===== src/rtl/ysyx_22040088_ifu.sv =====
// ysyx_22040088_ifu: instruction fetch unit with a request/response imem port.
// Optional trap on misaligned targets: define YSYX_22040088_IFU_MISALIGN_EN.
module ysyx_22040088_ifu #(
  parameter logic [63:0] RESET_PC = 64'h80000000
) (
  input  logic        clk,
  input  logic        rst,
  input  logic [63:0] nextpc,
  input  logic        pc_we,
  output logic [63:0] pc,
  output logic        imem_req_valid,
  output logic [63:0] imem_req_addr,
  input  logic        imem_req_ready,
  input  logic        imem_resp_valid,
  input  logic [31:0] imem_resp_data,
  output logic        inst_valid,
  output logic [31:0] inst,
  output logic [63:0] inst_pc,
  input  logic        inst_ready,
  output logic        misalign
);

  typedef enum logic [2:0] {
    S_REQ  = 3'd0,
    S_WAIT = 3'd1,
    S_HOLD = 3'd2,
    S_EXEC = 3'd3
`ifdef YSYX_22040088_IFU_MISALIGN_EN
    ,
    S_TRAP = 3'd4
`endif
  } state_e;

  state_e      state_q, state_d;
  logic [63:0] pc_q, pc_d;
  logic [31:0] inst_q, inst_d;
  logic [63:0] inst_pc_q, inst_pc_d;
  logic        accept;

`ifdef YSYX_22040088_IFU_MISALIGN_EN
  logic        misalign_q, misalign_d;
`endif

  // pc_we only counts once the held instruction has been handed off
  assign accept = pc_we &&
                  ((state_q == S_EXEC) ||
                   ((state_q == S_HOLD) && inst_ready));

  // next-state, PC update and response capture
  always_comb begin
    state_d   = state_q;
    pc_d      = pc_q;
    inst_d    = inst_q;
    inst_pc_d = inst_pc_q;
`ifdef YSYX_22040088_IFU_MISALIGN_EN
    misalign_d = misalign_q;
`endif
    unique case (state_q)
      S_REQ: begin
        if (imem_req_ready) state_d = S_WAIT;
      end
      S_WAIT: begin
        if (imem_resp_valid) begin
          inst_d    = imem_resp_data;
          inst_pc_d = pc_q;
          state_d   = S_HOLD;
        end
      end
      S_HOLD: begin
        if (inst_ready) state_d = pc_we ? S_REQ : S_EXEC;
      end
      S_EXEC: begin
        if (pc_we) state_d = S_REQ;
      end
`ifdef YSYX_22040088_IFU_MISALIGN_EN
      S_TRAP: begin
        state_d = S_TRAP;
      end
`endif
      default: state_d = S_REQ;
    endcase
    if (accept) begin
`ifdef YSYX_22040088_IFU_MISALIGN_EN
      if (nextpc[1:0] != 2'b00) begin
        misalign_d = 1'b1;
        state_d    = S_TRAP;
      end else begin
        pc_d = nextpc;
      end
`else
      pc_d = nextpc & ~64'h3;
`endif
    end
  end

  // state and datapath registers, synchronous reset
  always_ff @(posedge clk) begin
    if (rst) begin
      state_q   <= S_REQ;
      pc_q      <= RESET_PC;
      inst_q    <= 32'h0;
      inst_pc_q <= 64'h0;
`ifdef YSYX_22040088_IFU_MISALIGN_EN
      misalign_q <= 1'b0;
`endif
    end else begin
      state_q   <= state_d;
      pc_q      <= pc_d;
      inst_q    <= inst_d;
      inst_pc_q <= inst_pc_d;
`ifdef YSYX_22040088_IFU_MISALIGN_EN
      misalign_q <= misalign_d;
`endif
    end
  end

  // handshakes are masked while rst is held so nothing leaks out
  assign imem_req_valid = !rst && (state_q == S_REQ);
  assign imem_req_addr  = pc_q;
  assign inst_valid     = !rst && (state_q == S_HOLD);
  assign inst           = inst_q;
  assign inst_pc        = inst_pc_q;
  assign pc             = pc_q;
`ifdef YSYX_22040088_IFU_MISALIGN_EN
  assign misalign       = misalign_q;
`else
  assign misalign       = 1'b0;
`endif

endmodule


===== config.mk =====
export PLATFORM = sky130hd
export DESIGN_NAME = ysyx_22040088_ifu
export DESIGN_NICKNAME = d
export VERILOG_FILES = /design/src/rtl/ysyx_22040088_ifu.sv
export SDC_FILE = /design/constraint.sdc
export NUM_CORES = 1
export LEC_CHECK = 0
export ABC_AREA = 1
export CAP_MARGIN = 10
export CORE_ASPECT_RATIO = 1.4
export CORE_MARGIN = 8
export CORE_UTILIZATION = 42
export DETAILED_ROUTE_END_ITERATION = 10
export PLACE_DENSITY = 0.95
export SYNTH_ARGS = -nofsm -noshare
export SYNTH_HDL_FRONTEND = slang
export SYNTH_SLANG_ARGS = --single-unit

===== constraint.sdc =====
create_clock -name clk -period 2.6 [get_ports clk]
set_clock_uncertainty 0.15 [all_clocks]
set_input_delay 0.52 -clock clk [delete_from_list [all_inputs] [get_ports clk]]
set_output_delay 0.52 -clock clk [all_outputs]
set_load 0.02 [all_outputs]

==> impl_metrics.prom, run 1 <==
# TYPE chip_impl_metric gauge
chip_impl_info{name="status",value="finished, final reports clean"} 1
chip_impl_metric{name="ant_nets",unit=""} 0
chip_impl_metric{name="detail_route.wirelength",unit="um"} 21300
chip_impl_info{name="synthTopCellsByArea",value="dfxtp_1 51%, o21ai_0 12%, buf_4 8.7%"} 1
chip_impl_metric{name="final.period_utilization",unit="%"} 96.3
chip_impl_info{name="worst_min_delay_path_class",value="reg2reg"} 1
chip_impl_metric{name="start_util",unit="%"} 42.8
chip_impl_metric{name="postSynthAreaPerCell",unit="um^2"} 7.95
chip_impl_metric{name="finish.cell_count_without_fillers",unit=""} 1213
chip_impl_info{name="final_common_cell",value="clkdlybuf4s50_1"} 1
chip_impl_metric{name="power_dens_cells",unit="mW/mm^2"} 983
chip_impl_metric{name="max_freq",unit="GHz"} 0.399
chip_impl_metric{name="synth_cell_types",unit=""} 19
chip_impl_metric{name="ctsHtreeMaxLevel",unit=""} 4
chip_impl_metric{name="yosys_warnings",unit=""} 0
chip_impl_metric{name="maximum_resistive_drop_on_vdd",unit="V"} 0.000559
chip_impl_metric{name="synth-compound-area-share",unit="%"} 20.6
chip_impl_metric{name="cts_max_path_buffers",unit=""} 2
chip_impl_metric{name="maximum_fanout_count_along_the_critical_path",unit=""} 3
chip_impl_metric{name="globalRoute.totalOverflow",unit=""} 0
chip_impl_metric{name="final_layout_size_suffix_gt1_share",unit="%"} 4.40
chip_impl_metric{name="worstSkewPairLatency",unit="ns"} 0.42
chip_impl_info{name="synth_top_family_by_area",value="compound AO/OA/AOI/OAI gates"} 1
chip_impl_metric{name="cts_buffers",unit=""} 17
chip_impl_metric{name="dr.first_iter.drc_count",unit=""} 396
chip_impl_info{name="tritoncts",value="built"} 1
chip_impl_info{name="crit_type",value="in2out"} 1
chip_impl_metric{name="clk_pin_slew_worst_paths",unit="ns"} 0.06
chip_impl_metric{name="power.static_leakage",unit="nW"} 3.68
chip_impl_metric{name="synth-simple-area-share",unit="%"} 9.29
chip_impl_info{name="unrepaired_setup_endpoints_after_global_routing",value="no"} 1
chip_impl_metric{name="setup_tns",unit="ns"} 0
chip_impl_info{name="critical_path_start_type",value="input port"} 1
chip_impl_metric{name="routed_via_density",unit=""} 4.89
chip_impl_metric{name="finish.net_count",unit=""} 1112
chip_impl_metric{name="finalSetupViolations",unit=""} 0
chip_impl_metric{name="antenna_violations_before_repair",unit=""} 1
chip_impl_metric{name="crit_arrival",unit="ns"} 1.83
chip_impl_metric{name="grt_start_max_net_pins",unit=""} 97
chip_impl_metric{name="ios",unit=""} 329
chip_impl_metric{name="layout_min_cycle_time",unit="ns"} 2.50
chip_impl_metric{name="fill_cells",unit=""} 1095
chip_impl_info{name="synth_largest_area_cell",value="dfxtp_1"} 1
chip_impl_metric{name="finalWorstSetupSlack",unit="ns"} 0.0957
chip_impl_metric{name="first_pass_grt_wire_length",unit="um"} 32600
chip_impl_metric{name="post-place-ws",unit="ns"} 0.0197
chip_impl_metric{name="detail_route.drc_violations",unit=""} 0
chip_impl_metric{name="synth-seq-cells",unit=""} 158
chip_impl_metric{name="synthXorXnorAreaFrac",unit="%"} 0
chip_impl_metric{name="syn-instance-count",unit=""} 778
chip_impl_metric{name="worstPathRequired",unit="ns"} 1.93
chip_impl_metric{name="rows",unit=""} 52
chip_impl_metric{name="grt_pass1_vias",unit=""} 5962
chip_impl_info{name="timing.critical_path.to_type",value="primary output"} 1
chip_impl_metric{name="report.final.hold_viol_count",unit=""} 0
chip_impl_metric{name="first_drt_pass_iteration_count",unit=""} 6
chip_impl_metric{name="place.gp.congestion",unit=""} 0.853
chip_impl_metric{name="area_share_of_the_largest_cell_type_after_synthesis",unit="%"} 51.2
chip_impl_metric{name="p_total",unit="mW"} 9.43
chip_impl_metric{name="placeableCoreArea",unit="mm^2"} 0.0144
chip_impl_metric{name="areaGrowthSynthToFinish",unit="%"} 55.1
chip_impl_metric{name="grt_util_all_layers",unit="%"} 21.6
chip_impl_metric{name="route.vias.total",unit=""} 5937
chip_impl_metric{name="share_of_the_core_filled_with_cells_in_the_final_layout",unit="%"} 66.4
chip_impl_metric{name="cts_sinks",unit=""} 158
chip_impl_metric{name="dpl.cell_count",unit=""} 1180
chip_impl_metric{name="route.detailed.wl_per_inst",unit="um"} 17.6
chip_impl_metric{name="post_synth_instance_area",unit="mm^2"} 0.00618
chip_impl_metric{name="post_synth_mux_area_share",unit="%"} 0
chip_impl_metric{name="yosysSeqAreaShare",unit="%"} 51.2
chip_impl_metric{name="port_buffers",unit=""} 319
chip_impl_metric{name="cts_hold_repair.buffers",unit=""} 0
chip_impl_info{name="most_frequent_cells_in_the_layout",value="318 x clkdlybuf4s50_1, 158 x dfxtp_1, 152 x o21ai_0, 127 x nor2_1, 98 x inv_1"} 1
chip_impl_metric{name="die_width",unit="um"} 119
chip_impl_metric{name="final-max-slew-violation-count",unit=""} 0
chip_impl_metric{name="detailed_place_hpwl",unit="um"} 15700
chip_impl_info{name="clock_root_buffer",value="clkbuf_16"} 1
chip_impl_metric{name="adder_cell_fraction_of_synth_area",unit="%"} 0
chip_impl_metric{name="die_height",unit="um"} 160
chip_impl_metric{name="cap_viol_max_count",unit=""} 0
chip_impl_metric{name="fp.dieArea",unit="mm^2"} 0.0189
registers in the layout, indices dropped and copies added, names as in the netlist:
signal         cells
imem_req_addr     62
state_q            2
inst              32
inst_pc           62
layout make-up:
class	instances	area, um^2	share of cell area, %
clock inverter	11	153	1.59
clock buffer	21	480	5.01
inverter	101	380	3.97
antenna	1	2.50	0.0261
timing repair buffer	327	3300	34.4
sequential	158	3160	33.0
tap	189	236	2.47
multi-input combinational	405	1870	19.5
critical path: stages:
cell and delay, ns:
clkdlybuf4s50_1 0.49, nor3_1 0.20, clkdlybuf4s50_1 0.63
stage by stage:
step / area (um^2) / hold WS [ns]
finish: 9590 / 0.291
global route: 9590 / 0.306
CTS: 9590 / 0.295
detailed placement: 8960 / 0.285
global placement: 8960 / 0.279
floorplan: 6210 / 0.370
metal layers:
| metal | vias up | GRT usage (%) | part of all wire [%] |
|---|---|---|---|
| li1 | 2858 | - | - |
| met1 | 2753 | 21.3 | 36 |
| met2 | 269 | 39.6 | 54 |
| met3 | 57 | 6.28 | 5.9 |
| met4 | 0 | 12.0 | 4.1 |
| met5 | - | 0 | 0 |
cells by family (layout without fill, tap and decap cells):
family | count (synthesis) | after routing
and+or+nand+nor | 146 | 146
DFF | 158 | 158
buffers and inverters | 221 | 460
other | 1 | 8
AOI/OAI and AO/OA | 252 | 252
synthesized netlist by cell type:
| library cell | instances |
|---|---|
| clkbuf_1 | 22 |
| buf_4 | 72 |
| buf_6 | 6 |
| clkbuf_2 | 5 |
| a21oi_4 | 1 |
| nand3_4 | 1 |
| nand3b_1 | 1 |
| nor3_1 | 3 |
| o21ai_0 | 152 |
| a21oi_1 | 94 |
| buf_2 | 15 |
| inv_2 | 2 |
| conb_1 | 1 |
| o21ai_1 | 5 |
| nor2_1 | 127 |
| nand3_1 | 4 |
| dfxtp_1 | 158 |
| nand2_1 | 10 |
| inv_1 | 99 |
final timing paths:
check	startpoint	to	slack, ns	cells after the start
worst max-delay path	rst	inst_valid	0.1	3
worst min-delay path	inst_pc[48]	inst_pc[48]	0.29	2
worst max register to register	state_q[0]	imem_req_addr[51]	0.75	5
worst min register to register	inst_pc[48]	inst_pc[48]	0.29	2
power by group:
part	internal [mW]	total, mW	switching [mW]
Sequential	2.95	3.34	0.390
Clock	1.62	2.61	0.985
Combinational	1.54	3.48	1.94
what timing repair did:
action,4_1_cts,5_1_grt
resized for setup,1,0
endpoints found under the setup margin,1,0
setup buffers,0,0
(Power assumes the default switching activity.)
==> run 2: changes to the inputs <==
--- a/config.mk
+++ b/config.mk
@@ -12,6 +12,7 @@
 export CORE_UTILIZATION = 42
 export DETAILED_ROUTE_END_ITERATION = 10
 export PLACE_DENSITY = 0.95
+export SETUP_SLACK_MARGIN = 0.3
 export SYNTH_ARGS = -nofsm -noshare
 export SYNTH_HDL_FRONTEND = slang
 export SYNTH_SLANG_ARGS = --single-unit
==> run 2 against run 1 <==
Wire length about the same. Non-clock buffer count did not move. Sequential share of layout area is essentially flat. Combinational power about the same. First-iteration DRC count decreased by 3.8%. Clock power hardly changed. Critical path depth stayed put. Die area unchanged. Worst setup slack better by 0.29 ns. Maximum frequency up 13%. Total power barely moved. Clock-buffer cell count stayed put. Highest routed layer unchanged.
==> impl_metrics.prom, run 2 (synthesis gave the netlist of run 1 again) <==
# TYPE chip_impl_metric gauge
chip_impl_info{name="status",value="finished, final reports clean"} 1
chip_impl_metric{name="place.gp.congestion",unit=""} 0.853
chip_impl_metric{name="finalSetupViolations",unit=""} 0
chip_impl_metric{name="die_height",unit="um"} 160
chip_impl_metric{name="fp.dieArea",unit="mm^2"} 0.0189
chip_impl_metric{name="die_width",unit="um"} 119
chip_impl_info{name="tritoncts",value="built"} 1
chip_impl_metric{name="setup_tns",unit="ns"} 0
chip_impl_metric{name="power.static_leakage",unit="nW"} 3.68
chip_impl_metric{name="detailed_place_hpwl",unit="um"} 15700
chip_impl_metric{name="finish.cell_count_without_fillers",unit=""} 1213
chip_impl_info{name="worst_min_delay_path_class",value="reg2reg"} 1
chip_impl_metric{name="final_layout_size_suffix_gt1_share",unit="%"} 4.50
chip_impl_metric{name="antenna_violations_before_repair",unit=""} 1
chip_impl_metric{name="ant_nets",unit=""} 0
chip_impl_metric{name="power_dens_cells",unit="mW/mm^2"} 983
chip_impl_metric{name="max_freq",unit="GHz"} 0.451
chip_impl_info{name="crit_type",value="in2out"} 1
chip_impl_metric{name="detail_route.drc_violations",unit=""} 0
chip_impl_metric{name="layout_min_cycle_time",unit="ns"} 2.22
chip_impl_metric{name="grt_util_all_layers",unit="%"} 21.6
chip_impl_metric{name="dpl.cell_count",unit=""} 1180
chip_impl_info{name="critical_path_start_type",value="input port"} 1
chip_impl_metric{name="globalRoute.totalOverflow",unit=""} 0
chip_impl_metric{name="port_buffers",unit=""} 319
chip_impl_metric{name="first_pass_grt_wire_length",unit="um"} 32600
chip_impl_metric{name="path_buf_inv",unit=""} 2
chip_impl_metric{name="finish.net_count",unit=""} 1112
chip_impl_metric{name="areaGrowthSynthToFinish",unit="%"} 55.0
chip_impl_metric{name="cts_buffers",unit=""} 17
chip_impl_metric{name="cap_viol_max_count",unit=""} 0
chip_impl_info{name="most_frequent_cells_in_the_layout",value="317 x clkdlybuf4s50_1, 158 x dfxtp_1, 152 x o21ai_0, 127 x nor2_1, 98 x inv_1"} 1
chip_impl_metric{name="routed_via_density",unit=""} 4.89
chip_impl_metric{name="worstPathRequired",unit="ns"} 1.93
chip_impl_metric{name="grt_start_max_net_pins",unit=""} 97
chip_impl_metric{name="finalWorstSetupSlack",unit="ns"} 0.384
chip_impl_info{name="clock_root_buffer",value="clkbuf_16"} 1
chip_impl_metric{name="rows",unit=""} 52
chip_impl_metric{name="route.vias.total",unit=""} 5931
chip_impl_info{name="worstPathCellList",value="clkdlybuf4s50_1 -> nor3_1 -> dlygate4sd2_1"} 1
chip_impl_metric{name="worstSkewPairLatency",unit="ns"} 0.42
chip_impl_metric{name="maximum_fanout_count_along_the_critical_path",unit=""} 3
chip_impl_metric{name="final-max-slew-violation-count",unit=""} 0
chip_impl_metric{name="maximum_resistive_drop_on_vdd",unit="V"} 0.000559
chip_impl_metric{name="grt_pass1_vias",unit=""} 5962
chip_impl_metric{name="clk_pin_slew_worst_paths",unit="ns"} 0.06
chip_impl_metric{name="ctsHtreeMaxLevel",unit=""} 4
chip_impl_metric{name="first_drt_pass_iteration_count",unit=""} 7
chip_impl_metric{name="dr.first_iter.drc_count",unit=""} 381
chip_impl_metric{name="cpPeakStageDelay",unit="ns"} 0.49
chip_impl_metric{name="cts_sinks",unit=""} 158
chip_impl_info{name="timing.critical_path.to_type",value="primary output"} 1
chip_impl_metric{name="ios",unit=""} 329
chip_impl_metric{name="post-place-ws",unit="ns"} 0.0197
chip_impl_info{name="cpMaxStageDelayCell",value="clkdlybuf4s50_1"} 1
chip_impl_metric{name="detail_route.wirelength",unit="um"} 21300
chip_impl_metric{name="final.period_utilization",unit="%"} 85.2
chip_impl_metric{name="cts_max_path_buffers",unit=""} 2
chip_impl_info{name="final_common_cell",value="clkdlybuf4s50_1"} 1
chip_impl_metric{name="route.detailed.wl_per_inst",unit="um"} 17.6
chip_impl_metric{name="start_util",unit="%"} 42.8
chip_impl_metric{name="report.final.hold_viol_count",unit=""} 0
chip_impl_metric{name="crit_arrival",unit="ns"} 1.55
chip_impl_info{name="unrepaired_setup_endpoints_after_global_routing",value="no"} 1
chip_impl_metric{name="post_cts_buffers",unit=""} 0
chip_impl_info{name="cpLargestDelayFamily",value="buffers and inverters"} 1
chip_impl_metric{name="placeableCoreArea",unit="mm^2"} 0.0144
run 2: tightest hold or removal path, stage by stage (launching register included):
cell and delay (ns):
dfxtp_1 0.30, inv_1 0.04, a21oi_1 0.05
run 2: routing by layer:
layer	track usage (%)	part of all wire [%]
met1	21.3	36
met2	39.6	54
met3	6.28	5.8
met4	12.0	4.1
met5	0	0
run 2: repair_timing:
action,in CTS,in global routing
resized for setup,2,3
endpoints found under the setup margin,2,1
hold buffers,0,0
run 2: path summary, 6_finish.rpt:
path	startpoint	endpoint	slack [ns]	cells past startpoint
max	rst	inst_valid	0.38	3
min	inst_pc[48]	inst_pc[48]	0.29	2
max reg2reg	state_q[0]	imem_req_addr[51]	0.75	5
min reg2reg	inst_pc[48]	inst_pc[48]	0.29	2
run 2: through the flow:
step | hold WS (ns) | power (mW) | utilization, % | area, um^2
floorplan | 0.370 | 5.29 | - | 6210
detailed placement | 0.285 | 6.86 | 62.0 | 8960
global placement | 0.279 | 6.74 | 62.0 | 8960
CTS | 0.295 | 9.50 | 66.4 | 9590
global route | 0.306 | 9.86 | 66.4 | 9590
finish | 0.291 | 9.42 | 66.4 | 9590
run 2: final cells by class:
type / count / area [um^2]
flip-flops and latches: 158 / 3160
diodes: 1 / 2.50
clock buffers: 21 / 480
inverters: 101 / 380
clock inverters: 11 / 153
well taps: 189 / 236
multi-input cells: 405 / 1870
fillers: 1095 / 4860
repair buffers: 327 / 3300
run 2: power by group:
part	internal [mW]	switching, mW	leakage (nW)	total (mW)
clock	1.62	0.984	0.308	2.61
sequential	2.95	0.390	1.29	3.34
combinational	1.54	1.94	2.08	3.47
